**config.mk**
```make
export PLATFORM = sky130hd
export DESIGN_NAME = frame_writer
export DESIGN_NICKNAME = d
export VERILOG_FILES = /design/src/rtl/frame_writer.sv
export SDC_FILE = /design/constraint.sdc
export NUM_CORES = 1
export LEC_CHECK = 0
export CORE_MARGIN = 2
export CORE_UTILIZATION = 60
export CTS_BUF_LIST = sky130_fd_sc_hd__clkbuf_4
export CTS_CLUSTER_SIZE = 40
export DETAILED_ROUTE_END_ITERATION = 10
export PLACE_DENSITY = 0.84
export SKIP_LAST_GASP = 1
export SYNTH_ARGS = -nofsm -noshare
export SYNTH_HDL_FRONTEND = slang
export SYNTH_SLANG_ARGS = --single-unit
```
**constraint.sdc**
```tcl
create_clock -name clk -period 7.5 [get_ports clk]
set_clock_uncertainty 0.05 [all_clocks]
set_input_delay 1.5 -clock clk [delete_from_list [all_inputs] [get_ports clk]]
set_output_delay 1.5 -clock clk [all_outputs]
set_load 0.05 [all_outputs]
```
**src/rtl/frame_writer.sv**
```systemverilog
// rtl/frame_writer.sv - camera byte stream to 2:1 decimated RGB565 frame-buffer writer
module frame_writer #(
   parameter int SRC_W = 320,
   parameter int SRC_H = 240
) (
   input  logic        clk,
   input  logic        reset_n,
   input  logic        vsync,
   input  logic        href,
   input  logic [7:0]  data,
   output logic        we,
   output logic [16:0] wAddr,
   output logic [15:0] wData,
   output logic        frame_done,
   output logic        busy
);

   localparam int COL_W  = $clog2(SRC_W + 1);
   localparam int ROW_W  = $clog2(SRC_H + 1);
   localparam int HALF_W = SRC_W / 2;

   typedef enum logic [1:0] {S_IDLE, S_SYNC, S_FRAME} state_t;

   state_t           state;
   logic [COL_W-1:0] col;
   logic [ROW_W-1:0] row;
   logic             phase;
   logic [7:0]       hi_byte;
   logic             vsync_q;
   logic             href_q;

   logic [16:0]      addr_calc;
   logic             store_ok;
   logic             vsync_rise;

   always_comb begin
      addr_calc  = 17'(HALF_W) * 17'(row >> 1) + 17'(col >> 1);
      store_ok   = !col[0] && !row[0] && (int'(col) < SRC_W) && (int'(row) < SRC_H);
      vsync_rise = vsync && !vsync_q;
   end

   always_ff @(posedge clk or negedge reset_n) begin
      if (!reset_n) begin
         state      <= S_IDLE;
         col        <= '0;
         row        <= '0;
         phase      <= 1'b0;
         hi_byte    <= '0;
         vsync_q    <= 1'b0;
         href_q     <= 1'b0;
         we         <= 1'b0;
         wAddr      <= '0;
         wData      <= '0;
         frame_done <= 1'b0;
         busy       <= 1'b0;
      end else begin
         vsync_q    <= vsync;
         href_q     <= href;
         we         <= 1'b0;
         frame_done <= 1'b0;
         case (state)
            S_IDLE: begin
               if (vsync) state <= S_SYNC;
            end
            S_SYNC: begin
               if (!vsync) begin
                  state <= S_FRAME;
                  busy  <= 1'b1;
                  row   <= '0;
                  col   <= '0;
                  phase <= 1'b0;
               end
            end
            S_FRAME: begin
               // A vsync rise wins over any byte on the same cycle: the in-flight pixel is dropped.
               if (vsync_rise) begin
                  state      <= S_SYNC;
                  busy       <= 1'b0;
                  frame_done <= 1'b1;
                  phase      <= 1'b0;
               end else if (href) begin
                  if (!phase) begin
                     hi_byte <= data;
                     phase   <= 1'b1;
                  end else begin
                     phase <= 1'b0;
                     if (int'(col) < SRC_W) col <= col + 1'b1;
                     if (store_ok) begin
                        we    <= 1'b1;
                        wAddr <= addr_calc;
                        wData <= {hi_byte, data};
                     end
                  end
               end else if (href_q) begin
                  col   <= '0;
                  phase <= 1'b0;
                  if (int'(row) < SRC_H) row <= row + 1'b1;
               end
            end
            default: state <= S_IDLE;
         endcase
      end
   end

endmodule

```
==> results of run 1 <==
==> flip-flops by register name (all words and copies together) (netlist names) <==
name	cells
wAddr	16
wData	16
col	9
hi_byte	8
row	8
state	2
busy	1
frame_done	1
href_q	1
phase	1
vsync_q	1
we	1
==> power groups by stage <==
stage | Sequential (mW) | Clock (mW) | Combinational [mW]
after floorplan | 0.592 | 0 | 0.178
after global placement | 0.469 | 0 | 0.407
after global routing | 0.476 | 0.275 | 0.440
after CTS | 0.467 | 0.257 | 0.417
after detailed placement | 0.474 | 0 | 0.417
final | 0.466 | 0.253 | 0.414
==> Yosys cell counts (all sizes together), types with 2 or more instances <==
library cell	number	area share
mux2	31	0.13
o31ai	2	0.0045
nand2b	2	0.0038
o21ai	21	0.032
and2	3	0.0057
xor2	7	0.018
nor2b	5	0.0094
and3	4	0.0075
ha	19	0.072
dfrtp	65	0.49
inv	9	0.010
nor3	5	0.014
nand2	22	0.025
xnor2	11	0.029
nand4	5	0.011
a21oi	13	0.021
and4	2	0.0053
a31oi	3	0.0057
fa	2	0.012
nand3	5	0.0075
buf	7	0.021
nor2	19	0.022
nor3b	2	0.0060
==> cell families after synthesis <==
group / count (synthesis) / share of synthesized area
AND/OR/NAND/NOR: 79 / 0.130
flip-flops: 65 / 0.490
AO/OA/AOI/OAI: 46 / 0.0837
multiplexers: 31 / 0.129
adder cells (fa/ha/maj): 21 / 0.0837
XOR/XNOR: 18 / 0.0475
buffers and inverters: 18 / 0.0347
other: 1 / 0.00113
==> per-stage QoR <==
stage               power (mW)  cell area (um^2)  hold WS [ns]  cells
floorplan                0.771              3320         0.428    279
detailed placement       0.890              3800         0.430    391
global placement         0.876              3800         0.415    391
finish                    1.13              3960         0.446    406
global route              1.19              3960         0.474    406
CTS                       1.14              3960         0.452    406
==> final timing paths <==
| kind | startpoint | endpoint | slack [ns] | depth (start not counted) |
|---|---|---|---|---|
| max in group asynchronous | reset_n | wAddr[15]$_DFFE_PN0P_ | 5.66 | 2 |
| max | vsync | wAddr[0]$_DFFE_PN0P_ | 4.33 | 7 |
| max reg2reg | row[2]$_DFFE_PN0P_ | wAddr[13]$_DFFE_PN0P_ | 4.85 | 9 |
| min | wAddr[10]$_DFFE_PN0P_ | wAddr[10]$_DFFE_PN0P_ | 0.45 | 2 |
| min in group asynchronous | reset_n | hi_byte[3]$_DFFE_PN0P_ | 1.21 | 2 |
| min reg2reg | wAddr[10]$_DFFE_PN0P_ | wAddr[10]$_DFFE_PN0P_ | 0.45 | 2 |
==> cell type report <==
| cell class | count | area [um^2] | area share |
|---|---|---|---|
| Tap cell | 72 | 90.1 | 0.0228 |
| Clock inverter | 6 | 83.8 | 0.0212 |
| Inverter | 10 | 42.5 | 0.0108 |
| Timing Repair Buffer | 48 | 470 | 0.119 |
| Clock buffer | 9 | 67.6 | 0.0171 |
| Sequential cell | 65 | 1630 | 0.411 |
| Multi-Input combinational cell | 196 | 1580 | 0.398 |
==> worst max-delay path: stages <==
cell and delay [ns]:
clkdlybuf4s50_1 0.58, inv_1 0.10, nor2_1 0.23, nor2_1 0.09, nand4_2 0.07, buf_4 0.45, mux2_2 0.39
==> metal layers <==
metal | GRT usage | wire [um] | part of all wire
met1 | 0.265 | 2590 | 0.45
met2 | 0.345 | 2860 | 0.50
met4 | 0.105 | 127 | 0.022
met5 | 0 | 0 | 0
met3 | 0.0598 | 202 | 0.035
==> out/summary.txt, run 1 <==
Status: finished, final reports clean
Top Ports: 48
Fillers: 363
CTS tree: yes
Number of vias per cell: 5.40
PD cells: 286 nW/um^2
Number of global-route vias before repair: 2270
CP arrival: 3.42 ns
Max Fclk: 316 MHz
Detailed-route via count: 2191
Post-Syn Nets: 312
WL/cell: 14.2 um
Yosys warns: 0
Mapped Area: 3320 um^2
Die H: 78.4 um
Final worst path period need: 3.17 ns
Rel. slew slack: 0.470
Area of the core: 5410 um^2
DRC viols: 0
Seq/Total Area, Yosys: 0.490
Most frequent cells in the layout: dfrtp_1 (65), clkdlybuf4s50_1 (45), nand2_1 (22)
Post-DRT Antenna Nets: 0
Final net count: 363
Clock Tree Buf Depth: 2
DRT Pass-1 Iters: 6
Clock Sinks: 65
First-pass GRT wire length: 10.1 mm
Primary FF master, synth: dfrtp_1
Critical Path RT: 7.75 ns
Net Switching: 0.414 mW
Starting density of the core: 0.614
Hold-fix buffers, CTS: 0
Routed WL: 5.78 mm
Die ar.: 6140 um^2
Clk pwr share: 0.224
Row cnt: 27
Setup crit start kind: input pin
Final core occ: 0.732
Gr usage total: 0.214
Total CTS buffers: 9
CTS Root Cell: clkbuf_4
Number of buffer cells added on primary ports: 46
Number of diodes: 0
Sw Ratio: 0.365
Sequential share of power: 0.411
Initial antenna violation count: 0
P_int: 0.719 mW
Number of max-cap violations: 0
Worst-path clk slew: 0.10 ns
Crit path max fanout: 41
Post-synth EDFFs: 0
Setup Crit Path Kind: in -> reg
Share of post-route cells with drive strength above 1: 0.174
H-Tree Depth: 3
Initial DRC Count: 85
Setup TNS Final: 0 ns
Syn avg cell area: 11.9 um^2
Worst Tran Pin Value: 0.794 ns
Postcts setup bufs: 0
Final worst setup slack: 4.33 ns
DP HPWL: 4.15 mm
RePlAce Congestion: 0.815
Commonest non-fill, non-tap cell in the layout: dfrtp_1
VDD IR max: 0.206 mV
Post-synth cell types: 47
Pleak: 1.89 nW
Final slew viol count: 0
Die width: 78.4 um
Total gr overflow: 0
Period utilization: 0.423
Unrepaired setup endpoints after global routing: false
CTS resizes: 0
Largest net degree at the start of global routing: 66
CP Capture Type: flop
Hold WC Path Type: reg -> reg
Area grow syn2layout: 19.3%
Clk_lat worst skew: 0.40 ns
Comb power frac: 0.365
Post-Place Worst Slack: 3.90 ns
FF+latch count, synth: 65
Final setup violation count: 0
Fin. Hold Viols: 0
Asr flop ratio synth: 1.00
Cells after Synth: 279
Note: power is estimated with default switching activity, not from simulation.
==> run 2: changes to the inputs <==
Settings changed: CORE_UTILIZATION 60 to 56, PLACE_DENSITY 0.84 to 0.79.
Clock period 7.5 ns to 3.1 ns, I/O delays scaled along.
==> out/summary.txt, run 2 (same netlist as run 1, synthesis figures left out) <==
Status: finished, final reports clean
Crit path max fanout: 7 (-83%)
RePlAce Congestion: 0.842 (+3.4%)
CP arrival: 2.84 ns (-0.58 ns)
Total CTS buffers: 9 (unchanged)
Hold Slack: 0.316 ns (-0.130 ns)
Area grow syn2layout: 19.6%
Row cnt: 28 (+3.7%)
Placed cell areas: 3830 um^2 (+0.62%)
Final slew viol count: 0 (unchanged)
Number of global-route vias before repair: 2183 (-3.8%)
Most frequent CP cell: ha_1
Hold-fix buffers, CTS: 0 (unchanged)
Post-DRT Antenna Nets: 0 (unchanged)
Max Fclk: 383 MHz
Clock Sinks: 65 (unchanged)
CP peak stage delay: 0.47 ns (-0.11 ns)
Fin. Hold Viols: 0 (unchanged)
Number of vias per cell: 5.38 (-0.36%)
Unrepaired setup endpoints after global routing: false
Clock Tree Buf Depth: 2 (unchanged)
CP cell instances: ha_1 > ha_1 > fa_1 > a21o_1 > a21oi_1 > nor2b_1 > nor4_2 > xnor2_1 > o21ai_1
Final net count: 364 (+0.28%)
Period utilization: 0.842
Worst Tran Pin Value: 0.782 ns (-0.0123 ns)
CTS tree: yes
Worst-path clk slew: 0.12 ns (+0.02 ns)
Slowest-stage cell, CP: dfrtp_1
Rel. slew slack: 0.479 (+0.00821)
CP Capture Type: flop
Most frequent cells in the layout: dfrtp_1 (65), clkdlybuf4s50_1 (45), nand2_1 (22)
Total gr overflow: 0 (unchanged)
Initial antenna violation count: 0 (unchanged)
Number of buffer cells added on primary ports: 46 (unchanged)
Number of diodes: 0 (unchanged)
Post-Place Worst Slack: 0.473 ns (-3.43 ns)
DRT Pass-1 Iters: 4 (-2)
CTS Root Cell: clkbuf_4
Share of post-route cells with drive strength above 1: 0.179 (+0.00492)
Number of max-cap violations: 0 (unchanged)
VDD IR max: 0.442 mV (+120%)
Die ar.: 6550 um^2 (+6.8%)
Final instance area: 3970 um^2 (+0.25%)
CP bufs+invs: 0 (-3)
Largest net degree at the start of global routing: 66 (unchanged)
Critical Path RT: 3.33 ns (-4.42 ns)
Area of the core: 5820 um^2 (+7.6%)
Top delay family on crit path: adder cells
Gr usage total: 0.197 (-0.0168)
Final Power: 2.69 mW (+140%)
CTS resizes: 0 (unchanged)
First-pass GRT wire length: 9.91 mm (-1.8%)
H-Tree Depth: 3 (unchanged)
Setup Crit Path Kind: reg -> reg
Die H: 81.0 um (+3.3%)
Setup crit start kind: flop
Setup TNS Final: 0 ns (unchanged)
Routed WL: 5.62 mm (-2.9%)
Final worst path period need: 2.61 ns
Final worst setup slack: 0.491 ns (-3.84 ns)
DP HPWL: 4.00 mm (-3.5%)
Pleak: 1.89 nW (+0.13%)
Top Ports: 48 (unchanged)
WL/cell: 13.7 um (-4.1%)
Biggest regs: wAddr: 16 flops, wData: 16 flops, col: 9 flops
Hold WC Path Type: in -> async
Starting density of the core: 0.570 (-0.0433)
Initial DRC Count: 95 (+12%)
Clk_lat worst skew: 0.40 ns (about the same)
DRC viols: 0 (unchanged)
Final setup violation count: 0 (unchanged)
Commonest non-fill, non-tap cell in the layout: dfrtp_1
Detailed-route via count: 2210 (+0.87%)
Fillers: 456 (+26%)
Die width: 81.0 um (+3.3%)
PD cells: 679 nW/um^2 (+140%)
Postcts setup bufs: 0 (unchanged)
[run 2: final timing paths]
check                                      start                      to  slack, ns  cells after the start
setup / recovery              row[2]$_DFFE_PN0P_   wAddr[13]$_DFFE_PN0P_       0.49                      9
hold / removal                           reset_n  hi_byte[3]$_DFFE_PN0P_       0.32                      2
setup reg to reg              row[2]$_DFFE_PN0P_   wAddr[13]$_DFFE_PN0P_       0.49                      9
hold reg to reg            wAddr[11]$_DFFE_PN0P_   wAddr[11]$_DFFE_PN0P_       0.44                      2
max in group asynchronous                reset_n   wAddr[10]$_DFFE_PN0P_       2.16                      2
min in group clk           wAddr[11]$_DFFE_PN0P_   wAddr[11]$_DFFE_PN0P_       0.44                      2
[run 2: report_power, final]
part,switching (mW),total (mW),internal [mW],leakage (nW)
combinational,0.596,1.00,0.409,0.945
sequential,0.107,1.12,1.02,0.878
clock,0.320,0.564,0.244,0.0676
[run 2: through the flow]
step                 util  std cells
global route        0.682        411
finish              0.682        411
detailed placement  0.658        395
CTS                 0.682        411
global placement    0.658        395
floorplan               -        279
[run 2: layout make-up]
cell class / instances / area, um^2 / area share
Clock buffer: 9 / 67.6 / 0.0170
Clock inverter: 7 / 70.1 / 0.0177
Inverter: 10 / 42.5 / 0.0107
Multi-Input combinational cell: 196 / 1580 / 0.397
Sequential cell: 65 / 1630 / 0.410
Tap cell: 75 / 93.8 / 0.0237
Timing Repair Buffer: 49 / 490 / 0.124
[run 2: per-layer routing]
| layer | vias to the layer above | part of all wire | GRT usage |
|---|---|---|---|
| met2 | 43 | 0.50 | 0.326 |
| li1 | 1083 | - | - |
| met4 | 0 | 0.016 | 0.0932 |
| met3 | 9 | 0.036 | 0.0378 |
| met5 | - | 0 | 0 |
| met1 | 1075 | 0.45 | 0.250 |
